<file path="config.mk">
export PLATFORM = sky130hd
export DESIGN_NAME = input_tile_rd_sched
export DESIGN_NICKNAME = d
export VERILOG_FILES = /design/src/rtl/input_tile_rd_sched.sv
export SDC_FILE = /design/constraint.sdc
export NUM_CORES = 1
export LEC_CHECK = 0
export CAP_MARGIN = 25
export CELL_PAD_IN_SITES_DETAIL_PLACEMENT = 1
export CELL_PAD_IN_SITES_GLOBAL_PLACEMENT = 2
export CORE_MARGIN = 1
export CORE_UTILIZATION = 29
export CTS_CLUSTER_SIZE = 24
export DETAILED_ROUTE_END_ITERATION = 12
export GPL_TIMING_DRIVEN = 0
export HOLD_SLACK_MARGIN = 0.1
export PLACE_DENSITY_LB_ADDON = 0.1
export SYNTH_ARGS = -nofsm -noshare
export SYNTH_HDL_FRONTEND = slang
export SYNTH_SLANG_ARGS = --single-unit
</file>
<file path="constraint.sdc">
create_clock -name clk -period 4.4 [get_ports clk]
set_clock_uncertainty 0.1 [all_clocks]
set_input_delay 0.88 -clock clk [delete_from_list [all_inputs] [get_ports clk]]
set_output_delay 0.88 -clock clk [all_outputs]
set_load 0.01 [all_outputs]
</file>
<file path="src/rtl/input_tile_rd_sched.sv">
// input_tile_rd_sched: walks F(2x2,3x3) input tiles issuing two row addresses per cycle
module input_tile_rd_sched #(
  parameter int ADDR_W = 8,
  parameter int TROW_W = 7
) (
  input  logic              clk,
  input  logic              reset,
  input  logic              scan_mode,
  input  logic              start,
  input  logic [ADDR_W-1:0] cfg_base,
  input  logic [7:0]        cfg_num_rows,
  input  logic              ready_in,
  output logic [ADDR_W-1:0] addr_1_out,
  output logic [ADDR_W-1:0] addr_2_out,
  output logic              addr_1_valid_out,
  output logic              addr_2_valid_out,
  output logic              phase_out,
  output logic [TROW_W-1:0] tile_row_out,
  output logic              busy,
  output logic              done,
  output logic              cfg_err
);
  typedef enum logic [1:0] {IDLE, TOP, BOT, FIN} state_t;
  state_t state_q, state_d;
  logic [TROW_W-1:0] t_q, t_d;
  logic [ADDR_W-1:0] base_q, base_d, addr_1;
  logic [6:0] h_q, h_d;
  logic cfg_err_q, cfg_err_d;
  logic go, legal, act, last, acc;
  always_comb begin
    legal = !cfg_num_rows[0] && cfg_num_rows >= 8'd4;
    go = state_q == IDLE && start && !scan_mode;
    acc = go && legal;
    act = state_q == TOP || state_q == BOT;
    last = t_q + TROW_W'(2) == TROW_W'(h_q);
    state_d = acc ? TOP
      : act && scan_mode ? IDLE
      : state_q == FIN ? IDLE
      : state_q == TOP && ready_in ? BOT
      : state_q == BOT && ready_in ? (last ? FIN : TOP)
      : state_q;
    base_d = acc ? cfg_base : base_q;
    h_d = acc ? cfg_num_rows[7:1] : h_q;
    t_d = acc ? '0 : state_q == BOT && ready_in && !scan_mode && !last ? t_q + TROW_W'(1) : t_q;
    cfg_err_d = go && !legal;
  end
  always_ff @(posedge clk) begin
    if (!reset) begin
      state_q <= IDLE;
      t_q <= '0;
      base_q <= '0;
      h_q <= '0;
      cfg_err_q <= 1'b0;
    end else begin
      state_q <= state_d;
      t_q <= t_d;
      base_q <= base_d;
      h_q <= h_d;
      cfg_err_q <= cfg_err_d;
    end
  end
  assign addr_1 = base_q + ADDR_W'({t_q, 1'b0}) + (state_q == BOT ? ADDR_W'(2) : ADDR_W'(0));
  assign addr_1_out = act ? addr_1 : '0;
  assign addr_2_out = act ? addr_1 + ADDR_W'(1) : '0;
  assign addr_1_valid_out = act;
  assign addr_2_valid_out = act;
  assign phase_out = state_q == BOT;
  assign tile_row_out = t_q;
  assign busy = state_q != IDLE;
  assign done = state_q == FIN;
  assign cfg_err = cfg_err_q;
endmodule

</file>
==> impl_metrics.toml <==
[clocking]
cts.sinks = 25
cts_hold_buf = 0
root_buffer = "clkbuf_8"
cts_inserted_buffers = 3
cts_buffer_depth = 2
clk_pin_slew_ns = 0.10
cts_max_level = 1
insertion_delay_ns = 0.27
cts_tree = "yes"

[logic_synthesis]
yosys.area_share.simple_pct = 22.19
synthMuxAreaShare_pct = 11.84
yosys_warnings = 0
syn_area_per_cell_um2 = 9.211
syn-instance-count = 202
synth_xor_area_share_pct = 8.473
synth_top_area_share_pct = 26.90
synth_nets = 243
ys_top_cells_by_area = "dfxtp_1 27%, ha_1 13%, mux2i_1 12%"
synth_top_area_cell = "dfxtp_1"
ys_ff_latch = 25
synth_cell_types = 41
seq_area_frac_synth_pct = 26.90
synth_compound_area_share_pct = 13.18
syn-cell-area_um2 = 1861
synthAdderAreaFrac_pct = 13.85
synth_top_family_by_area = "simple AND/OR/NAND/NOR gates"

[timing]
setup_violations = 0
relSlewSlack_pct = 69.43
final.min_clock_period_ns = 4.194
fmax_mhz = 238.4
finalSetupTns_ns = 0
fin_ws_ns = 0.2058
rsz0062_at_grt = "no"
maxSlewViolCount = 0
timing.final.crit_share_pct = 95.32
hold_viol_final = 0
worstMarginPinSlew_ns = 0.4571

[power_and_ir_drop]
p_per_area_nw_per_um2 = 191.0
ir_worst_vdd_mv = 0.1169
leakagePower_nw = 1.047

[final_layout]
fin_cells = 331
mostFrequentLayoutCell = "clkdlybuf4s50_1"
final_cell_mix = "46 x clkdlybuf4s50_1, 24 x dfxtp_1, 22 x mux2i_1"
antennaDiodeCount = 0
fill_cells = 718
post-route-util_pct = 41.76
synthToLayoutAreaGrowth_pct = 36.05
drive_gt1_share_pct = 10.16
nNetsFinal = 298

[grt]
grt_pass1_wl_mm = 7.997
grt_max_degree = 14
antenna_found_initial = 0
grtUsageTotal_pct = 15.93
grt_pass1_vias = 1624
globalRouteOverflowTotal = 0

[die]
placementRows = 28
die_area_um2 = 6740
fp.coreArea_um2 = 6061
ioPinCount = 50
die_h_um = 82.10
initial_core_util_pct = 30.70
die_x_um = 82.10

[worst_setup_path]
cp-end-kind = "output pin"
worstPathArrival_ns = 3.21
cp.required_ns = 3.42
cp_max_fo = 4
critPathLaunchType = "register"
criticalPathCategory = "reg2out"

[routing]
finalWirelength_mm = 4.961
ant_nets = 0
vias_per_cell = 4.876
first_pass_iters = 2
vias = 1614
drcViolationCount = 0
drt_iter0_markers = 45
wl_per_cell_um = 14.99

[placed_design]
place_ws_ns = 0.1446
dpl.cell_count = 326
gp_congestion = 0.7476
dpl.hpwl_mm = 3.857
portBuffers = 49

[run]
drv_cap = 0

[hold_path]
hp-class = "reg2reg"

[outcome]
run_status = "completed"
## per-layer routing
metal | global-route usage, % | share of wire (%) | vias up
li1 | - | - | 816
met1 | 20.64 | 48 | 774
met2 | 27.93 | 49 | 22
met3 | 2.967 | 2.6 | 2
met4 | 2.105 | 0.46 | 0
met5 | 0 | 0 | -
## registers in the layout, indices dropped and copies added, names as in the netlist
name          flops
base_q            8
tile_row_out      7
h_q               7
cfg_err           1
state_q           2
## synthesized netlist by cell type, drive strengths merged
| library cell | count |
|---|---|
| dfxtp | 25 |
| xor2 | 7 |
| a21o | 4 |
| mux2i | 22 |
| clkinv | 1 |
| nand4 | 4 |
| nor4 | 1 |
| a2111oi | 2 |
| nand2 | 13 |
| o21a | 1 |
| nor2 | 11 |
| buf | 6 |
| and3 | 2 |
| and3b | 1 |
| nor3 | 2 |
| nor2b | 16 |
| fa | 1 |
| nand3b | 2 |
| xnor2 | 11 |
| a31o | 1 |
| nand4b | 1 |
| and4 | 1 |
| and2 | 8 |
| a31oi | 2 |
| inv | 4 |
| a211oi | 6 |
| clkbuf | 2 |
| o221ai | 1 |
| o21bai | 2 |
| a21oi | 8 |
| nand3 | 3 |
| nand2b | 6 |
| o21ai | 4 |
| ha | 19 |
| nor3b | 2 |
## where the power goes
part	internal, mW	switching (mW)	leakage [nW]
logic	0.0548	0.0488	0.821
registers	0.232	0.00482	0.203
clock network	0.0649	0.0777	0.0228
## cell families (layout without fill, tap and decap cells)
group / count (synthesis) / count (layout)
simple gates: 73 / 73
flops: 25 / 25
xor+xnor: 18 / 18
fa+ha+maj: 20 / 20
mux: 22 / 22
buf+inv: 13 / 67
compound gates: 31 / 31
## path summary, 6_finish.rpt
kind                                                      to  depth (start not counted)                    startpoint  slack, ns
worst max-delay path                           addr_2_out[5]                         12       state_q[0]$_SDFFE_PN0P_       0.21
worst min-delay path                  base_q[1]$_SDFFE_PN0P_                          2        base_q[1]$_SDFFE_PN0P_       0.43
worst max register to register  tile_row_out[3]$_SDFFE_PP0P_                          6  tile_row_out[1]$_SDFFE_PP0P_       2.09
worst min register to register        base_q[1]$_SDFFE_PN0P_                          2        base_q[1]$_SDFFE_PN0P_       0.43
## per-stage QoR
step,power (mW),hold slack [ns],area (µm²)
3_5_place_dp,0.3470,0.4141,2445
3_3_place_gp,0.3463,0.4068,2445
6_report,0.4835,0.4332,2531
4_1_cts,0.4962,0.4382,2511
5_1_grt,0.5157,0.4594,2531
2_1_floorplan,0.2980,0.3868,1861
## final cells by class
type / instances / area [µm²] / area share [%]
buffer: 8 / 47.55 / 1.878
multi-input combinational: 164 / 1320 / 52.15
tap: 75 / 93.84 / 3.707
inverter: 5 / 18.77 / 0.7415
sequential: 25 / 504.2 / 19.92
clock buffer: 4 / 45.04 / 1.780
timing repair buffer: 50 / 501.7 / 19.82
## critical path, stage by stage (launching register included)
cell and delay (ns):
dfxtp_4 0.37, inv_1 0.07, ha_1 0.23, xor2_1 0.15, ha_1 0.18, a21o_1 0.15
ha_1 0.23, fa_2 0.38, xor2_2 0.22, and3_1 0.25, xnor2_1 0.08, nor2_1 0.09
clkdlybuf4s50_1 0.54
## what timing repair did
item | 4_1_cts | 5_1_grt
pin swaps | 0 | 2
endpoints found under the setup margin | 4 | 4
setup buffers | 0 | 1
resized for setup | 6 | 4
(Power assumes the default switching activity.)
